--- src/rtl/xcdc_handshake_arb.sv ---
// Round-robin arbiter and 4-phase req/ack sequencer driving one bundled-data CDC channel.
// The returning xack is brought into the clk domain by an XSyncer instance.

module XSyncer #(
  parameter int unsigned N = 2
) (
  input  logic clk,
  input  logic rstn,
  input  logic i_d,
  output logic o_q
);

  logic [N-1:0] r_sync;

  always_ff @(posedge clk or negedge rstn) begin
    if (!rstn) begin
      r_sync <= '0;
    end else begin
      r_sync <= {r_sync[N-2:0], i_d};
    end
  end

  assign o_q = r_sync[N-1];

endmodule

module xcdc_handshake_arb #(
  parameter int unsigned NREQ   = 4,
  parameter int unsigned DW     = 32,
  parameter int unsigned SYNC_N = 2,
  parameter int unsigned SW     = (NREQ > 1) ? $clog2(NREQ) : 1
) (
  input  logic               clk,
  input  logic               rstn,
  input  logic [NREQ-1:0]    req_valid,
  input  logic [NREQ*DW-1:0] req_data,
  output logic [NREQ-1:0]    req_ready,
  output logic               xreq,
  output logic [DW-1:0]      xdata,
  input  logic               xack,
  output logic [SW-1:0]      xsel,
  output logic               busy,
  output logic               done
);

  typedef enum logic [1:0] {StIdle, StReq, StRel} state_e;

  state_e        r_state;
  logic [SW-1:0] r_last;
  logic          r_xreq;
  logic [DW-1:0] r_xdata;
  logic [SW-1:0] r_xsel;

  logic          w_ack_s;
  logic          w_found;
  logic [SW-1:0] w_win;
  logic [DW-1:0] w_win_data;
  logic          w_accept;

  XSyncer #(
    .N (SYNC_N)
  ) u_xack_sync (
    .clk  (clk),
    .rstn (rstn),
    .i_d  (xack),
    .o_q  (w_ack_s)
  );

  // Two passes: indices above the last winner first, then wrap to the low indices.
  always_comb begin
    w_found    = 1'b0;
    w_win      = '0;
    w_win_data = '0;
    for (int i = 0; i < int'(NREQ); i++) begin
      if (!w_found && req_valid[i] && (i > int'(r_last))) begin
        w_found    = 1'b1;
        w_win      = SW'(i);
        w_win_data = req_data[i*DW +: DW];
      end
    end
    for (int i = 0; i < int'(NREQ); i++) begin
      if (!w_found && req_valid[i] && (i <= int'(r_last))) begin
        w_found    = 1'b1;
        w_win      = SW'(i);
        w_win_data = req_data[i*DW +: DW];
      end
    end
  end

  assign w_accept = (r_state == StIdle) && !w_ack_s && w_found;

  always_comb begin
    req_ready = '0;
    for (int i = 0; i < int'(NREQ); i++) begin
      req_ready[i] = w_accept && (w_win == SW'(i));
    end
  end

  always_ff @(posedge clk or negedge rstn) begin
    if (!rstn) begin
      r_state <= StIdle;
      r_last  <= SW'(NREQ - 1);
      r_xreq  <= 1'b0;
      r_xdata <= '0;
      r_xsel  <= '0;
    end else begin
      unique case (r_state)
        StIdle: begin
          if (w_accept) begin
            r_xdata <= w_win_data;
            r_xsel  <= w_win;
            r_last  <= w_win;
            r_xreq  <= 1'b1;
            r_state <= StReq;
          end
        end
        StReq: begin
          if (w_ack_s) begin
            r_xreq  <= 1'b0;
            r_state <= StRel;
          end
        end
        StRel: begin
          if (!w_ack_s) begin
            r_state <= StIdle;
          end
        end
        default: begin
          r_xreq  <= 1'b0;
          r_state <= StIdle;
        end
      endcase
    end
  end

  assign xreq  = r_xreq;
  assign xdata = r_xdata;
  assign xsel  = r_xsel;
  assign busy  = (r_state != StIdle);
  assign done  = (r_state == StRel) && !w_ack_s;

endmodule

--- config.mk ---
export PLATFORM = sky130hd
export DESIGN_NAME = xcdc_handshake_arb
export DESIGN_NICKNAME = d
export VERILOG_FILES = /design/src/rtl/xcdc_handshake_arb.sv
export SDC_FILE = /design/constraint.sdc
export NUM_CORES = 1
export LEC_CHECK = 0
export ABC_AREA = 1
export BUFFER_PORTS_ARGS = -buffer_cell sky130_fd_sc_hd__buf_2
export CAP_MARGIN = 0
export CELL_PAD_IN_SITES_DETAIL_PLACEMENT = 0
export CELL_PAD_IN_SITES_GLOBAL_PLACEMENT = 1
export CORE_ASPECT_RATIO = 0.9
export CORE_MARGIN = 5
export CORE_UTILIZATION = 31
export CTS_BUF_LIST = sky130_fd_sc_hd__clkbuf_8
export CTS_CLUSTER_DIAMETER = 50
export DETAILED_ROUTE_END_ITERATION = 10
export PLACE_DENSITY_LB_ADDON = 0.1
export SLEW_MARGIN = 20
export SYNTH_ARGS = -nofsm -noshare
export SYNTH_HDL_FRONTEND = slang
export SYNTH_SLANG_ARGS = --single-unit
--- constraint.sdc ---
create_clock -name clk -period 2.3 [get_ports clk]
set_input_delay 0.115 -clock clk [delete_from_list [all_inputs] [get_ports clk]]
set_output_delay 0.115 -clock clk [all_outputs]
set_load 0.02 [all_outputs]
==> results_dict.tcl <==
set metrics [dict create \
    grt_remaining_overflow 0 \
    synth_cell_types 22 \
    rsz0062_at_grt "yes" \
    ys_ff_latch 41 \
    cts-root-buf "clkbuf_8" \
    die_h_um 115 \
    cts_made_buffers 5 \
    drtIter0Drc 327 \
    avgSynthCellArea_sq_um 5.511 \
    rows 38 \
    drive_gt1_share_pct 29.40 \
    ys_warn_count 0 \
    dr.pass1.iters 5 \
    postSynthCellCount 689 \
    drtAntennaViolNets 0 \
    antenna_found_initial 1 \
    cts_tree "built" \
    synth_edf_count 0 \
    hp-class "input pin to flop" \
    fp.dieW_um 126.7 \
    htree_levels 2 \
    worstSetupPathType "flop to output port" \
    crit_fanout 5 \
    ir_drop_v 0.0002956 \
    finalSetupViolCount 0 \
    synthToLayoutAreaGrowth_pct 42.34 \
    yosysMostFrequentCell "nor2_1" \
    crit_arrival_ps 2110 \
    first_global_vias 4849 \
    power.density_nw_per_um2 998.6 \
    min_period_over_period_pct 96.87 \
    leakagePower_nw 3.158 \
    hold_viol_final 0 \
    worst_slew_pin_slew_ps 614.4 \
    max_cap_viol_count 0 \
    synth_ff_type "dfrtp_1" \
    synth_common_cells "nor2_1 (219), nand2_1 (133), inv_1 (86)" \
    final_area_sq_um 5405 \
    core_sq_um 12030 \
    syn_area_sq_um 3797 \
    postPlaceCellArea_sq_um 4862 \
    syn_nets 824 \
    cts.sinks 41 \
    num_vias 5148 \
    io_pins 176 \
    post-route-drc-count 0 \
    grt_usage_pct 22.43 \
    clk_pin_slew_worst_paths_ps 110 \
    fmax_mhz 448.8 \
    synth_top_area_share_pct 25.70 \
    finalPower_mw 5.398 \
    globalplace.congestion 0.8265 \
    crit_path_start_kind "flop" \
    clock_latency_ps 330 \
    synthTopCellsByArea "dfrtp_1 (26%), nor2_1 (22%), nand2_1 (13%)" \
    slew_headroom_pct 59.04 \
    critPathRequiredTime_ps 2180 \
    ys_seq_area_share_pct 27.08 \
    clock_skew_ps 11.22 \
    detail_route.vias_per_cell 4.945 \
    antennaDiodeCount 0 \
    drv_slew 0 \
    setup_tns_ps 0 \
    io_buffers 175 \
    post-route-min-period_ps 2228 \
    grt_pass1_wl_mm 25.98 \
    dpl.hpwl_mm 11.32 \
    dieArea_sq_um 14570 \
    async_flop_share_pct 100.0 \
    status "finished clean" \
    wire_per_inst_um 16.78 \
    clk_path_buf_depth 2 \
    start_util_pct 31.57 \
    endpoint_kind "output port" \
    nets 1015 \
    synth_top_area_cell "dfrtp_1" \
    grt_start_max_net_pins 49 \
    drt-total-wl_mm 17.46 \
]
[placed cells by master (no fill, tap or decap), drive strengths merged]
cell         synthesis  layout
clkinvlp             0       2
dlygate4sd3          0       2
nand2              137     137
nand3               86      86
bufbuf               0       1
dfrtp               39      39
nor3                 2       2
a21oi               20      20
inv                 88      88
buf                 31     220
dfstp                2       2
a21boi               1       1
nor2               221     221
clkinv               0       2
clkbuf              12       8
o21ai               14      14
nand4               36      36
[registers in the layout (all words and copies together) (netlist names)]
register            flops
xsel                    2
xdata                  32
r_last                  2
r_state                 2
u_xack_sync.r_sync      2
xreq                    1
[repair_timing]
action                     CTS  global route
pin swaps                    3            12
gates cloned                 1             4
setup endpoints to repair    4            25
hold endpoints to repair    40             0
setup buffers                6            19
hold buffers                 2             0
resized for setup            9            24
[per-stage QoR]
stage / std cells / utilization (%) / setup slack [ps] / hold slack (ps)
after CTS: 1018 / 42.30 / 12.93 / 95.12
after floorplan: 689 / - / 421.9 / -180.6
after global routing: 1041 / 44.93 / -43.55 / 120.3
after global placement: 1001 / 40.42 / 211.0 / 229.9
final: 1041 / 44.93 / 71.91 / 116.3
after detailed placement: 1001 / 40.42 / 162.5 / 228.0
[layer usage]
layer / up-vias / part of all wire, % / track usage (%)
li1: 2535 / - / -
met1: 2376 / 47 / 31.94
met2: 213 / 45 / 35.40
met3: 22 / 7.7 / 5.202
met4: 2 / 1.1 / 3.717
met5: - / 0.074 / 0
[final timing paths]
check | cells after the start | slack, ps | to | startpoint
worst min-delay path | 5 | 120 | xdata[14]$_DFFE_PN0P_ | req_data[110]
min in group asynchronous | 3 | 410 | xreq$_DFFE_PN0P_ | rstn
worst max register to register | 10 | 190 | xdata[2]$_DFFE_PN0P_ | r_last[1]$_DFFE_PN1P_
worst max-delay path | 11 | 70 | req_ready[3] | r_last[1]$_DFFE_PN1P_
worst min register to register | 0 | 350 | u_xack_sync.r_sync[1]$_DFF_PN0_ | u_xack_sync.r_sync[0]$_DFF_PN0_
max in group asynchronous | 3 | 1480 | xdata[17]$_DFFE_PN0P_ | rstn
[critical path, stage by stage (launching register included)]
cell and delay [ps]:
dfstp_2 590, nor2_2 50, nand2_2 140, buf_12 140, nand4_1 90, nor2_2 140
nand2_1 70, nand4_1 150, buf_4 160, inv_2 30, nor2_2 100, buf_6 120
[layout make-up]
cell class                 count  area [sq um]
fill                        1334          6624
multi-input combinational    517          2297
timing repair buffer         226          1428
sequential                    41          1028
inverter                      88         349.1
tap                          160         200.2
clock buffer                   5         68.82
clock inverter                 3         25.02
timing repair inverter         1         8.758
[kinds of logic (layout without fill, tap and decap cells)]
| logic type | after synthesis | count (layout) | share of synthesized area [%] |
|---|---|---|---|
| AO/OA/AOI/OAI | 35 | 35 | 4.679 |
| buffers and inverters | 131 | 323 | 14.14 |
| flip-flops | 41 | 41 | 27.08 |
| AND/OR/NAND/NOR | 482 | 482 | 54.10 |
[power breakdown]
part	internal, mW	switching, mW
clock network	0.220	0.337
registers	1.06	0.222
logic	1.35	2.20
total	2.64	2.76
No activity file was read; power rests on OpenSTA's default activity.
